$ cat src/rtl/alu_arb_pkg.sv
// Shared types and widths for the ALU arbiter slice.
// Counter width is derived from the ALU latency so ALU_LAT=0/1 still gets a 1-bit counter.
package alu_arb_pkg;

  typedef enum logic [1:0] {
    IDLE = 2'd0,
    EXEC = 2'd1,
    RESP = 2'd2
  } state_t;

  localparam int W_OP  = 2;
  localparam int W_RES = 3;

  function automatic int lat_cnt_w(input int lat);
    return (lat < 2) ? 1 : $clog2(lat + 1);
  endfunction

endpackage

$ cat src/rtl/alu_arb_grant.sv
// One-hot grant picker, combinational. Round-robin from ptr when ALU_ARB_ROUND_ROBIN_EN
// is defined, otherwise fixed priority with the lowest index winning (ptr ignored).
module alu_arb_grant
  import alu_arb_pkg::*;
#(
  parameter int N_REQ = 4,
  parameter int PW    = 2
) (
  input  logic [N_REQ-1:0] req,
  input  logic [PW-1:0]    ptr,
  output logic [N_REQ-1:0] gnt
);

`ifdef ALU_ARB_ROUND_ROBIN_EN
  logic          found;
  logic [PW:0]   sum;
  logic [PW-1:0] idx;

  // Walk the ring starting at ptr, wrapping past N_REQ-1 back to 0.
  always_comb begin
    gnt   = '0;
    found = 1'b0;
    sum   = '0;
    idx   = '0;
    for (int i = 0; i < N_REQ; i++) begin
      sum = {1'b0, ptr} + (PW+1)'(i);
      if (sum >= (PW+1)'(N_REQ)) sum = sum - (PW+1)'(N_REQ);
      idx = sum[PW-1:0];
      if (!found && req[idx]) begin
        gnt[idx] = 1'b1;
        found    = 1'b1;
      end
    end
  end
`else
  logic found;
  logic unused_ptr;

  assign unused_ptr = ^ptr;

  always_comb begin
    gnt   = '0;
    found = 1'b0;
    for (int i = 0; i < N_REQ; i++) begin
      if (!found && req[i]) begin
        gnt[i] = 1'b1;
        found  = 1'b1;
      end
    end
  end
`endif

endmodule

$ cat src/rtl/alu_arbiter.sv
// Shares one clocked ALU among N_REQ requesters, one op at a time; rsp_valid rises ALU_LAT+2 cycles
// after accept and holds until rsp_ready; req_ready is low outside IDLE. ALU_ARB_ROUND_ROBIN_EN selects RR.
module alu_arbiter
  import alu_arb_pkg::*;
#(
  parameter int N_REQ   = 4,
  parameter int ALU_LAT = 1
) (
  input  logic                    clk,
  input  logic                    rst_n,
  input  logic [N_REQ-1:0]        req_valid_i,
  output logic [N_REQ-1:0]        req_ready_o,
  input  logic [W_OP*N_REQ-1:0]   req_a_i,
  input  logic [W_OP*N_REQ-1:0]   req_b_i,
  input  logic [W_OP*N_REQ-1:0]   req_sel_i,
  output logic [N_REQ-1:0]        rsp_valid_o,
  input  logic [N_REQ-1:0]        rsp_ready_i,
  output logic [W_RES-1:0]        rsp_data_o,
  output logic [W_OP-1:0]         alu_a_o,
  output logic [W_OP-1:0]         alu_b_o,
  output logic [W_OP-1:0]         alu_sel_o,
  input  logic [W_RES-1:0]        alu_c_i,
  output logic                    busy_o
);

  localparam int PW = $clog2(N_REQ);
  localparam int CW = lat_cnt_w(ALU_LAT);

  state_t           state, state_nxt;
  logic [N_REQ-1:0] gnt, gnt_q;
  logic [CW-1:0]    cnt;
  logic [PW-1:0]    ptr;
  logic [W_OP-1:0]  a_mux, b_mux, sel_mux;
  logic             accept, exec_done, rsp_done;

  assign accept    = (state == IDLE) && (|req_valid_i);
  assign exec_done = (state == EXEC) && (cnt == '0);
  assign rsp_done  = (state == RESP) && (|(rsp_ready_i & gnt_q));

  alu_arb_grant #(
    .N_REQ (N_REQ),
    .PW    (PW)
  ) u_grant (
    .req (req_valid_i),
    .ptr (ptr),
    .gnt (gnt)
  );

  always_comb begin
    a_mux   = '0;
    b_mux   = '0;
    sel_mux = '0;
    for (int k = 0; k < N_REQ; k++) begin
      if (gnt[k]) begin
        a_mux   = req_a_i[W_OP*k +: W_OP];
        b_mux   = req_b_i[W_OP*k +: W_OP];
        sel_mux = req_sel_i[W_OP*k +: W_OP];
      end
    end
  end

`ifdef ALU_ARB_ROUND_ROBIN_EN
  logic [PW-1:0] gidx;

  always_comb begin
    gidx = '0;
    for (int k = 0; k < N_REQ; k++) begin
      if (gnt[k]) gidx = PW'(k);
    end
  end

  // Next search starts just past the requester we served.
  always_ff @(posedge clk or negedge rst_n) begin
    if (!rst_n) ptr <= '0;
    else if (accept) ptr <= (gidx == PW'(N_REQ-1)) ? '0 : gidx + 1'b1;
  end
`else
  assign ptr = '0;
`endif

  always_ff @(posedge clk or negedge rst_n) begin
    if (!rst_n) state <= IDLE;
    else        state <= state_nxt;
  end

  always_comb begin
    state_nxt = state;
    case (state)
      IDLE:    if (accept)    state_nxt = EXEC;
      EXEC:    if (exec_done) state_nxt = RESP;
      RESP:    if (rsp_done)  state_nxt = IDLE;
      default:                state_nxt = IDLE;
    endcase
  end

  always_comb begin
    req_ready_o = (state == IDLE) ? gnt : '0;
    rsp_valid_o = (state == RESP) ? gnt_q : '0;
    busy_o      = (state != IDLE);
  end

  always_ff @(posedge clk or negedge rst_n) begin
    if (!rst_n) begin
      alu_a_o    <= '0;
      alu_b_o    <= '0;
      alu_sel_o  <= '0;
      gnt_q      <= '0;
      cnt        <= '0;
      rsp_data_o <= '0;
    end else begin
      if (accept) begin
        alu_a_o   <= a_mux;
        alu_b_o   <= b_mux;
        alu_sel_o <= sel_mux;
        gnt_q     <= gnt;
        cnt       <= CW'(ALU_LAT);
      end else if ((state == EXEC) && (cnt != '0)) begin
        cnt <= cnt - 1'b1;
      end
      if (exec_done) rsp_data_o <= alu_c_i;
    end
  end

endmodule

$ cat config.mk
export PLATFORM = sky130hd
export DESIGN_NAME = alu_arbiter
export DESIGN_NICKNAME = d
export VERILOG_FILES = /design/src/rtl/alu_arb_pkg.sv /design/src/rtl/alu_arb_grant.sv /design/src/rtl/alu_arbiter.sv
export SDC_FILE = /design/constraint.sdc
export NUM_CORES = 1
export LEC_CHECK = 0
export BUFFER_PORTS_ARGS = -buffer_cell sky130_fd_sc_hd__buf_2
export CORE_UTILIZATION = 43
export DETAILED_ROUTE_END_ITERATION = 16
export HOLD_SLACK_MARGIN = 0.03
export PLACE_DENSITY = 0.9
export SYNTH_ARGS = -nofsm -noshare
export SYNTH_HDL_FRONTEND = slang
export SYNTH_SLANG_ARGS = --single-unit
$ cat constraint.sdc
create_clock -name clk -period 1.93 [get_ports clk]
set_clock_uncertainty 0.2 [all_clocks]
set_input_delay 0.386 -clock clk [delete_from_list [all_inputs] [get_ports clk]]
set_output_delay 0.386 -clock clk [all_outputs]
set_load 0.01 [all_outputs]
# Word level (Yosys, flattened, before mapping)
# Cells that the tools add are included.
[word_totals]
wordCells = 57
output_inout_bits = 18
register_bits = 16
input_bits = 37
[classes]
add_sub_neg = 1
n_mux = 26
reduce_logical = 16
bitwise_logic = 2
n_eq_ne = 5
[ops]
columns = ["cell", "count"]
rows = [
  ["$mux W2", 15],
  ["$mux W1", 8],
  ["$mux W4", 2],
  ["$reduce_or A4 Y1", 2],
  ["$logic_and A1 B1 Y1", 7],
  ["$ne A2 B2 Y1 const B", 3],
  ["$pmux W2 S3", 1],
  ["$and A4 B4 Y4", 1],
  ["$reduce_bool A2 Y1", 2],
  ["$logic_not A1 Y1", 3],
  ["$reduce_and A3 Y1", 1],
  ["$eq A2 B1 Y1 const B", 1],
  ["$eq A2 B2 Y1 const B", 1],
  ["$logic_not A2 Y1", 1],
  ["$not A1 Y1", 1],
  ["$sub A1 B1 Y1 const B", 1],
]

# Longest topological paths before layout
# Gate-level depths: netlist of run 1.
[logic_depth]
depth_word = 11
depth_mapped = 6
ltp_nobuf = 5

# By module
# A second synthesis of run 1 with hierarchy kept.
[hier_totals]
cells_unflattened = 95
hier_area_um2 = 938.4
[by_module_without_submodules]
columns = ["module", "cells_per_inst", "area_per_inst_um2", "n_inst", "seq_area_each_um2"]
rows = [
  ["alu_arbiter", 91, 902.1, 1, 400.4],
  ["alu_arb_grant", 4, 36.3, 1, 0.0],
]

# Worst setup path before layout of run 1
# OpenSTA, ideal clock, no wires.
[synth_timing]
path_kind = "input -> output"
start = "in req_valid_i[1]"
end = "out req_ready_o[3]"
required_time_ps = 1344
arrival_ps = 1130
stages = 3
slack_ps = 214
path_buffers = 1
path_cell_list = "buf_6 nor4b_4 and2_1"
[synth_between]
elab_chain_cells = 9
[synth_rtl]
columns = ["item", "line_no", "rtl"]
rows = [
  ["start, declared", "alu_arbiter.sv:11", "input logic [N_REQ-1:0] req_valid_i,"],
  ["$logic_and A1 B1 Y1 *", "alu_arb_grant.sv:45", "if (!found && req[i]) begin"],
  ["$mux W1 *", "alu_arb_grant.sv:45", ""],
  ["$logic_not A1 Y1", "alu_arb_grant.sv:45", ""],
  ["$logic_and A1 B1 Y1", "alu_arb_grant.sv:45", ""],
  ["$mux W1 *", "alu_arb_grant.sv:45", ""],
  ["$logic_not A1 Y1 *", "alu_arb_grant.sv:45", ""],
  ["$logic_and A1 B1 Y1 *", "alu_arb_grant.sv:45", ""],
  ["$mux W1 *", "alu_arb_grant.sv:45", ""],
  ["$mux W4 *", "alu_arbiter.sv:97", "req_ready_o = (state == IDLE) ? gnt : '0;"],
  ["end, declared", "alu_arbiter.sv:12", "output logic [N_REQ-1:0] req_ready_o,"],
]
# Mark *: on every way between the ends. The rest lies on a longest branch, timed or not.

# Worst setup path after layout of run 1
[layout_timing]
start = "reg state[1]"
end = "out req_ready_o[1]"
[layout_between]
elab_chain_cells = 2
[layout_rtl]
columns = ["item", "line_no", "rtl"]
rows = [
  ["start, declared", "alu_arbiter.sv:29", "state_t state, state_nxt;"],
  ["start signal, assigned", "alu_arbiter.sv:83", "else state <= state_nxt;"],
  ["$logic_not A2 Y1", "alu_arbiter.sv:97", ""],
  ["$mux W4", "alu_arbiter.sv:97", ""],
]
# Every way passes these cells.

==> flow_metrics.env, run 1 <==
export IMPL_cp_cell_sequence="nor2_4 > inv_2 > nor3b_2 > buf_2"
export IMPL_syn_instance_count=106
export IMPL_fp_row_count=16
export IMPL_post_synth_cell_area_avg_um2=9.01
export IMPL_yosysWarningCount=0
export IMPL_die_area_mm2=0.00241
export IMPL_nets=201
export IMPL_grt_pass1_wl_um=4260
export IMPL_htree_levels=1
export IMPL_period_minus_slack_ns=1.89
export IMPL_route_detailed_wl_per_inst_um=13.1
export IMPL_synth_unique_cells=27
export IMPL_drt_pre_antenna_iters=4
export IMPL_yosysTopAreaCellShare_pct=41.9
export IMPL_grt_use_met1_pct=27.4
export IMPL_synthToLayoutAreaGrowth_pct=36.8
export IMPL_power_mw=1.55
export IMPL_postSynthRegisterBits=16
export IMPL_insertion_delay_ns=0.28
export IMPL_worst_setup_path_type="reg2out"
export IMPL_ctsRootBufferMaster="clkbuf_4"
export IMPL_post_drt_via_cell_ratio=5.21
export IMPL_setup_worst_path_start_class="register"
export IMPL_first_global_vias=958
export IMPL_synth_seq_area_share_pct=41.9
export IMPL_family_of_cells_with_the_greatest_summed_delay_on_the_critical_path="flip-flops"
export IMPL_finalWeightedCongestion=0.856
export IMPL_initial_core_utilization_pct=47.2
export IMPL_chipWidth_um=49.1
export IMPL_port_buffer_count=54
export IMPL_grt_use_met2_pct=41.1
export IMPL_max_slew_worst_pin_slew_ns=0.359
export IMPL_synthesis_nets=143
export IMPL_hold_path_class="in2reg"
export IMPL_status="finished clean"
export IMPL_detailed_place_area_mm2=0.00124
export IMPL_io_pins=55
export IMPL_worstPathBufferInverterCount=2
export IMPL_clock_sink_total=16
export IMPL_biggest_area_contributors_in_the_synthesized_netlist="dfrtp_1 42%, mux2i_1 6.3%, nand2_1 6.3%, nor2_1 5.9%, a221oi_1 5.5%"
export IMPL_initial_antenna_violation_count=0
export IMPL_dr_total_vias=990
export IMPL_finish_instance_area_mm2=0.00131
export IMPL_grt_busiest_layer="met2"
export IMPL_drt_antenna_violating_nets=0
export IMPL_final_layout_size_suffix_gt1_share_pct=44.2
export IMPL_setup_viol=0
export IMPL_cts_path_max_buffers=2
export IMPL_slew_limit_headroom_pct=76.1
export IMPL_vdd_drop_max_v=0.000690
export IMPL_route_detailed_drc=0
export IMPL_tritoncts_clock_tree="built"
export IMPL_synth_area_um2=955
export IMPL_antenna_cells=0
export IMPL_rsz0062_at_grt="true"
export IMPL_drt_first_iter_violations=20
export IMPL_pin_count_of_the_biggest_net_entering_global_routing=17
export IMPL_inserted_clock_buffers=3
export IMPL_min_period_over_period_pct=97.8
export IMPL_crit_path_top_delay_cell="dfrtp_1"
export IMPL_max_freq_mhz=530
export IMPL_die_y_um=49.1
export IMPL_crit_arrival_ns=1.30
export IMPL_synth_top_cell_by_area="dfrtp_1"
export IMPL_gr_usage_met3_pct=5.30
export IMPL_coreArea_mm2=0.00202
export IMPL_power_density_mw_per_mm2=1190
export IMPL_fillerInstances=172
export IMPL_dp_hpwl_um=1960
export IMPL_worstSetupEndpointType="output port"
export IMPL_worst_endpoint_required_ns=1.34
export IMPL_leakage_nw=0.692
export IMPL_track_usage_pct=23.3
export IMPL_critical_path_max_stage_delay_ns=0.43
export IMPL_worstPathMaxFanout=5
export IMPL_report_final_hold_viol_count=0
export IMPL_grt_remaining_overflow=0
export IMPL_cap_viol_max_count=0
export IMPL_wirelength_um=2480
export IMPL_finalMaxSlewViolations=0
export IMPL_clkSlewWorstSetupHoldPaths_ns=0.09
cell families (layout without fill, tap and decap cells):
group           count (synthesis)  after routing  synth area share (%)
simple gates                   50             50                  26.2
buf+inv                         9             66                  5.77
flops                          16             16                  41.9
mux                             9              9                  9.83
compound gates                 22             22                  16.3
power breakdown:
| part | switching, mW | total [mW] | internal [mW] |
|---|---|---|---|
| clock | 0.101 | 0.215 | 0.115 |
| sequential | 0.111 | 0.610 | 0.499 |
| combinational | 0.390 | 0.726 | 0.337 |
| total | 0.601 | 1.55 | 0.950 |
cell type report:
| class | instances | area [µm²] | area share [%] |
|---|---|---|---|
| inverters | 3 | 11.3 | 0.862 |
| flip-flops and latches | 16 | 400 | 30.7 |
| multi-input cells | 81 | 514 | 39.4 |
| clock buffers | 4 | 36.3 | 2.78 |
| repair buffers | 59 | 310 | 23.8 |
| well taps | 27 | 33.8 | 2.59 |
worst paths after layout:
path	from	end	slack (ns)	cells past startpoint
worst max-delay path	state[1]$_DFFE_PN0P_	req_ready_o[1]	0.04	4
worst min-delay path	alu_c_i[2]	rsp_data_o[2]$_DFFE_PN0P_	0.14	2
worst max register to register	state[1]$_DFFE_PN0P_	alu_sel_o[0]$_DFFE_PN0P_	0.29	5
worst min register to register	gnt_q[1]$_DFFE_PN0P_	gnt_q[1]$_DFFE_PN0P_	0.30	1
max in group asynchronous	rst_n	alu_b_o[0]$_DFFE_PN0P_	0.93	2
min in group asynchronous	rst_n	state[1]$_DFFE_PN0P_	0.33	2
routing by layer:
| layer | routed length (µm) | share of wire, % |
|---|---|---|
| met1 | 994 | 40 |
| met2 | 1330 | 54 |
| met3 | 121 | 4.9 |
| met4 | 37 | 1.5 |
| met5 | 0 | 0 |
registers in the layout (all words and copies together) (netlist names):
| register | cells |
|---|---|
| cnt | 1 |
| alu_sel_o | 2 |
| alu_a_o | 2 |
| state | 2 |
| alu_b_o | 2 |
| gnt_q | 4 |
| rsp_data_o | 3 |
through the flow:
step	instances	setup TNS, ns	worst slack, ns	hold WS [ns]	util (%)
floorplan	106	0	0.214	-0.110	-
CTS	190	0	0.0329	0.130	64.5
finish	190	0	0.0426	0.138	64.6
global placement	185	0	0.160	0.110	61.6
global route	190	-0.0514	-0.0514	0.114	64.6
detailed placement	185	0	0.153	0.116	61.6
synth_stat cells (all sizes together):
master	instances
mux2	3
nand3	6
a222oi	1
o21ai	8
nor3b	1
a21o	4
a31o	1
nor2	16
inv	3
mux2i	6
or2	1
a22o	1
nor3	1
nand2	16
nand2b	1
dfrtp	16
nor4b	1
and2	6
a221oi	6
buf	5
a21oi	1
nor2b	1
clkbuf	1
worst reg2reg max path, cell delays in order (launching register included):
cell and delay (ns):
dfrtp_1 0.43, nor2_4 0.17, inv_2 0.08, a21o_1 0.28, a221oi_1 0.28, nor2_1 0.10
what timing repair did:
action,CTS,global route
hold buffers,1,0
hold endpoints to repair,16,0
setup buffers,0,0
setup endpoints to repair,2,5
gates resized for setup,3,1
placed cells by master (no fill, tap or decap):
cell | synthesis | final
buf_2 | 2 | 54
nand2_1 | 16 | 16
dfrtp_1 | 16 | 16
nor2_1 | 15 | 14
o21ai_0 | 8 | 8
and2_1 | 6 | 6
mux2i_1 | 6 | 6
nand3_1 | 6 | 6
a221oi_1 | 6 | 6
a21o_1 | 4 | 4
buf_4 | 1 | 4
mux2_2 | 3 | 3
clkbuf_4 | 0 | 3
nor2_4 | 1 | 2
inv_1 | 2 | 2
inv_2 | 1 | 1
nor3_1 | 1 | 1
nor3b_2 | 0 | 1
nor2b_2 | 0 | 1
nor4b_4 | 1 | 1
nand2b_1 | 1 | 1
a222oi_1 | 1 | 1
a31o_2 | 1 | 1
or2_1 | 1 | 1
a21oi_1 | 1 | 1
a22o_1 | 1 | 1
clkbuf_8 | 0 | 1
dlygate4sd3_1 | 0 | 1
(Power assumes the default switching activity.)
==> run 2, diff against run 1 <==
- clock period: 1.93 -> 2.1 ns (I/O delays scaled with it)
==> flow_metrics.env, run 2 (synthesized netlist as in run 1, its figures left out) <==
export IMPL_critical_path_max_stage_delay_ns=0.41
export IMPL_max_slew_worst_pin_slew_ns=0.484
export IMPL_htree_levels=1
export IMPL_power_mw=1.41
export IMPL_r2r_cells=5
export IMPL_clkSlewWorstSetupHoldPaths_ns=0.09
export IMPL_insertion_delay_ns=0.29
export IMPL_max_freq_mhz=507
export IMPL_family_of_cells_with_the_greatest_summed_delay_on_the_critical_path="flip-flops"
export IMPL_cp_cell_sequence="nor2_2 > inv_2 > nor3b_2 > buf_2"
export IMPL_drt_pre_antenna_iters=4
export IMPL_inserted_clock_buffers=3
export IMPL_route_detailed_wl_per_inst_um=13.6
export IMPL_worstPathBufferInverterCount=2
export IMPL_io_pins=55
export IMPL_finalMaxSlewViolations=0
export IMPL_post_drt_via_cell_ratio=5.40
export IMPL_report_final_hold_viol_count=0
export IMPL_timing_rr_start="state[1]$_DFFE_PN0P_"
export IMPL_critical_path_cell_count=4
export IMPL_period_minus_slack_ns=1.97
export IMPL_initial_core_utilization_pct=47.2
export IMPL_worst_r2r_setup_slack_ns=0.40
export IMPL_antenna_cells=0
export IMPL_fp_row_count=16
export IMPL_clock_sink_total=16
export IMPL_dr_total_vias=1010
export IMPL_slew_limit_headroom_pct=67.7
export IMPL_top_regs="gnt_q x4, rsp_data_o x3"
export IMPL_postCtsSetupRepairBufs=0
export IMPL_worst_endpoint_required_ns=1.48
export IMPL_grt_remaining_overflow=0
export IMPL_worstSetupEndpointType="output port"
export IMPL_route_detailed_drc=0
export IMPL_port_buffer_count=54
export IMPL_track_usage_pct=23.5
export IMPL_pin_count_of_the_biggest_net_entering_global_routing=18
export IMPL_min_period_over_period_pct=94.0
export IMPL_post_route_utilization_pct=63.1
export IMPL_worstPathMaxFanout=5
export IMPL_number_of_flip_flops_under_the_largest_register_name=4
export IMPL_ctsRootBufferMaster="clkbuf_4"
export IMPL_hold_path_startpoint="alu_c_i[2]"
export IMPL_worstReg2RegEnd="alu_sel_o[0]$_DFFE_PN0P_"
export IMPL_wirelength_um=2550
export IMPL_status="finished clean"
export IMPL_fillerInstances=170
export IMPL_cts_path_max_buffers=2
export IMPL_layout_cells_most_common="buf_2"
export IMPL_nets=198
export IMPL_drt_antenna_violating_nets=0
export IMPL_tritoncts_clock_tree="built"
export IMPL_chipWidth_um=49.1
export IMPL_setup_worst_path_start_class="register"
export IMPL_grt_pass1_wl_um=4310
export IMPL_die_area_mm2=0.00241
export IMPL_coreArea_mm2=0.00202
export IMPL_rsz0062_at_grt="false"
export IMPL_first_global_vias=959
export IMPL_power_density_mw_per_mm2=1110
export IMPL_drt_first_iter_violations=20
export IMPL_dp_hpwl_um=1980
export IMPL_initial_antenna_violation_count=0
export IMPL_synthToLayoutAreaGrowth_pct=33.7
export IMPL_final_layout_size_suffix_gt1_share_pct=42.5
export IMPL_fin_tns_setup_ns=0
export IMPL_leakage_nw=0.676
export IMPL_worst_setup_path_type="reg2out"
export IMPL_mostFrequentLayoutCells="54 x buf_2, 16 x nand2_1, 16 x dfrtp_1"
export IMPL_die_y_um=49.1
export IMPL_crit_path_top_delay_cell="dfrtp_1"
export IMPL_cap_viol_max_count=0
export IMPL_hold_path_class="in2reg"
export IMPL_setup_viol=0
export IMPL_vdd_drop_max_v=0.000583
export IMPL_ff_latch_area_um2=400
export IMPL_hold_path_depth=2
export IMPL_multi_input_area_um2=507
export IMPL_crit_arrival_ns=1.35
export IMPL_finalWeightedCongestion=0.801
export IMPL_hold_end="rsp_data_o[2]$_DFFE_PN0P_"
export IMPL_largest_register="gnt_q"
run 2: cell count changes in the layout (fill, tap and decap cells not counted):
cell,before,now
buf_4,4,1
nor2_2,0,1
nor2_4,2,1
nor2b_1,0,1
nor2b_2,1,0
run 2: layout make-up:
type / count / share of cell area, %
multi-input cells: 81 / 39.7
flip-flops and latches: 16 / 31.4
repair buffers: 56 / 22.5
well taps: 27 / 2.65
inverters: 3 / 0.882
clock buffers: 4 / 2.84
run 2: timing repair:
action                                  in CTS  in global routing
hold buffers                                 1                  0
resized for setup                            1                  1
endpoints found under the hold margin       16                  0
endpoints found under the setup margin       1                  1
run 2: power breakdown:
part | switching (mW) | internal, mW
Clock | 0.0987 | 0.106
Combinational | 0.363 | 0.289
Sequential | 0.0970 | 0.459
Total | 0.558 | 0.853
run 2: how the worst max path moves through the flow:
stage                               startpoint             end  slack [ns]
after floorplan                 req_valid_i[1]  req_ready_o[3]        0.32
after global placement          req_valid_i[1]  req_ready_o[3]        0.25
after detailed placement        req_valid_i[1]  req_ready_o[3]        0.23
after CTS                 state[1]$_DFFE_PN0P_  req_ready_o[1]        0.06
after global routing      state[1]$_DFFE_PN0P_  req_ready_o[1]        0.07
final                     state[1]$_DFFE_PN0P_  req_ready_o[1]        0.13
run 2: routing by layer:
layer / track usage (%) / vias to the layer above / wire length, µm
met5: 0 / - / 0
met4: 9.31 / 0 / 72
met3: 3.43 / 11 / 137
met2: 42.9 / 44 / 1340
met1: 27.0 / 475 / 999
li1: - / 480 / -
run 2: stage by stage:
stage	instances	cell area, µm²	setup WS, ns	hold slack [ns]
6_report	187	1280	0.127	0.157
4_1_cts	187	1270	0.0592	0.160
2_1_floorplan	106	955	0.316	-0.0756
3_3_place_gp	182	1220	0.251	0.139
3_5_place_dp	182	1220	0.230	0.150
5_1_grt	187	1280	0.0676	0.155
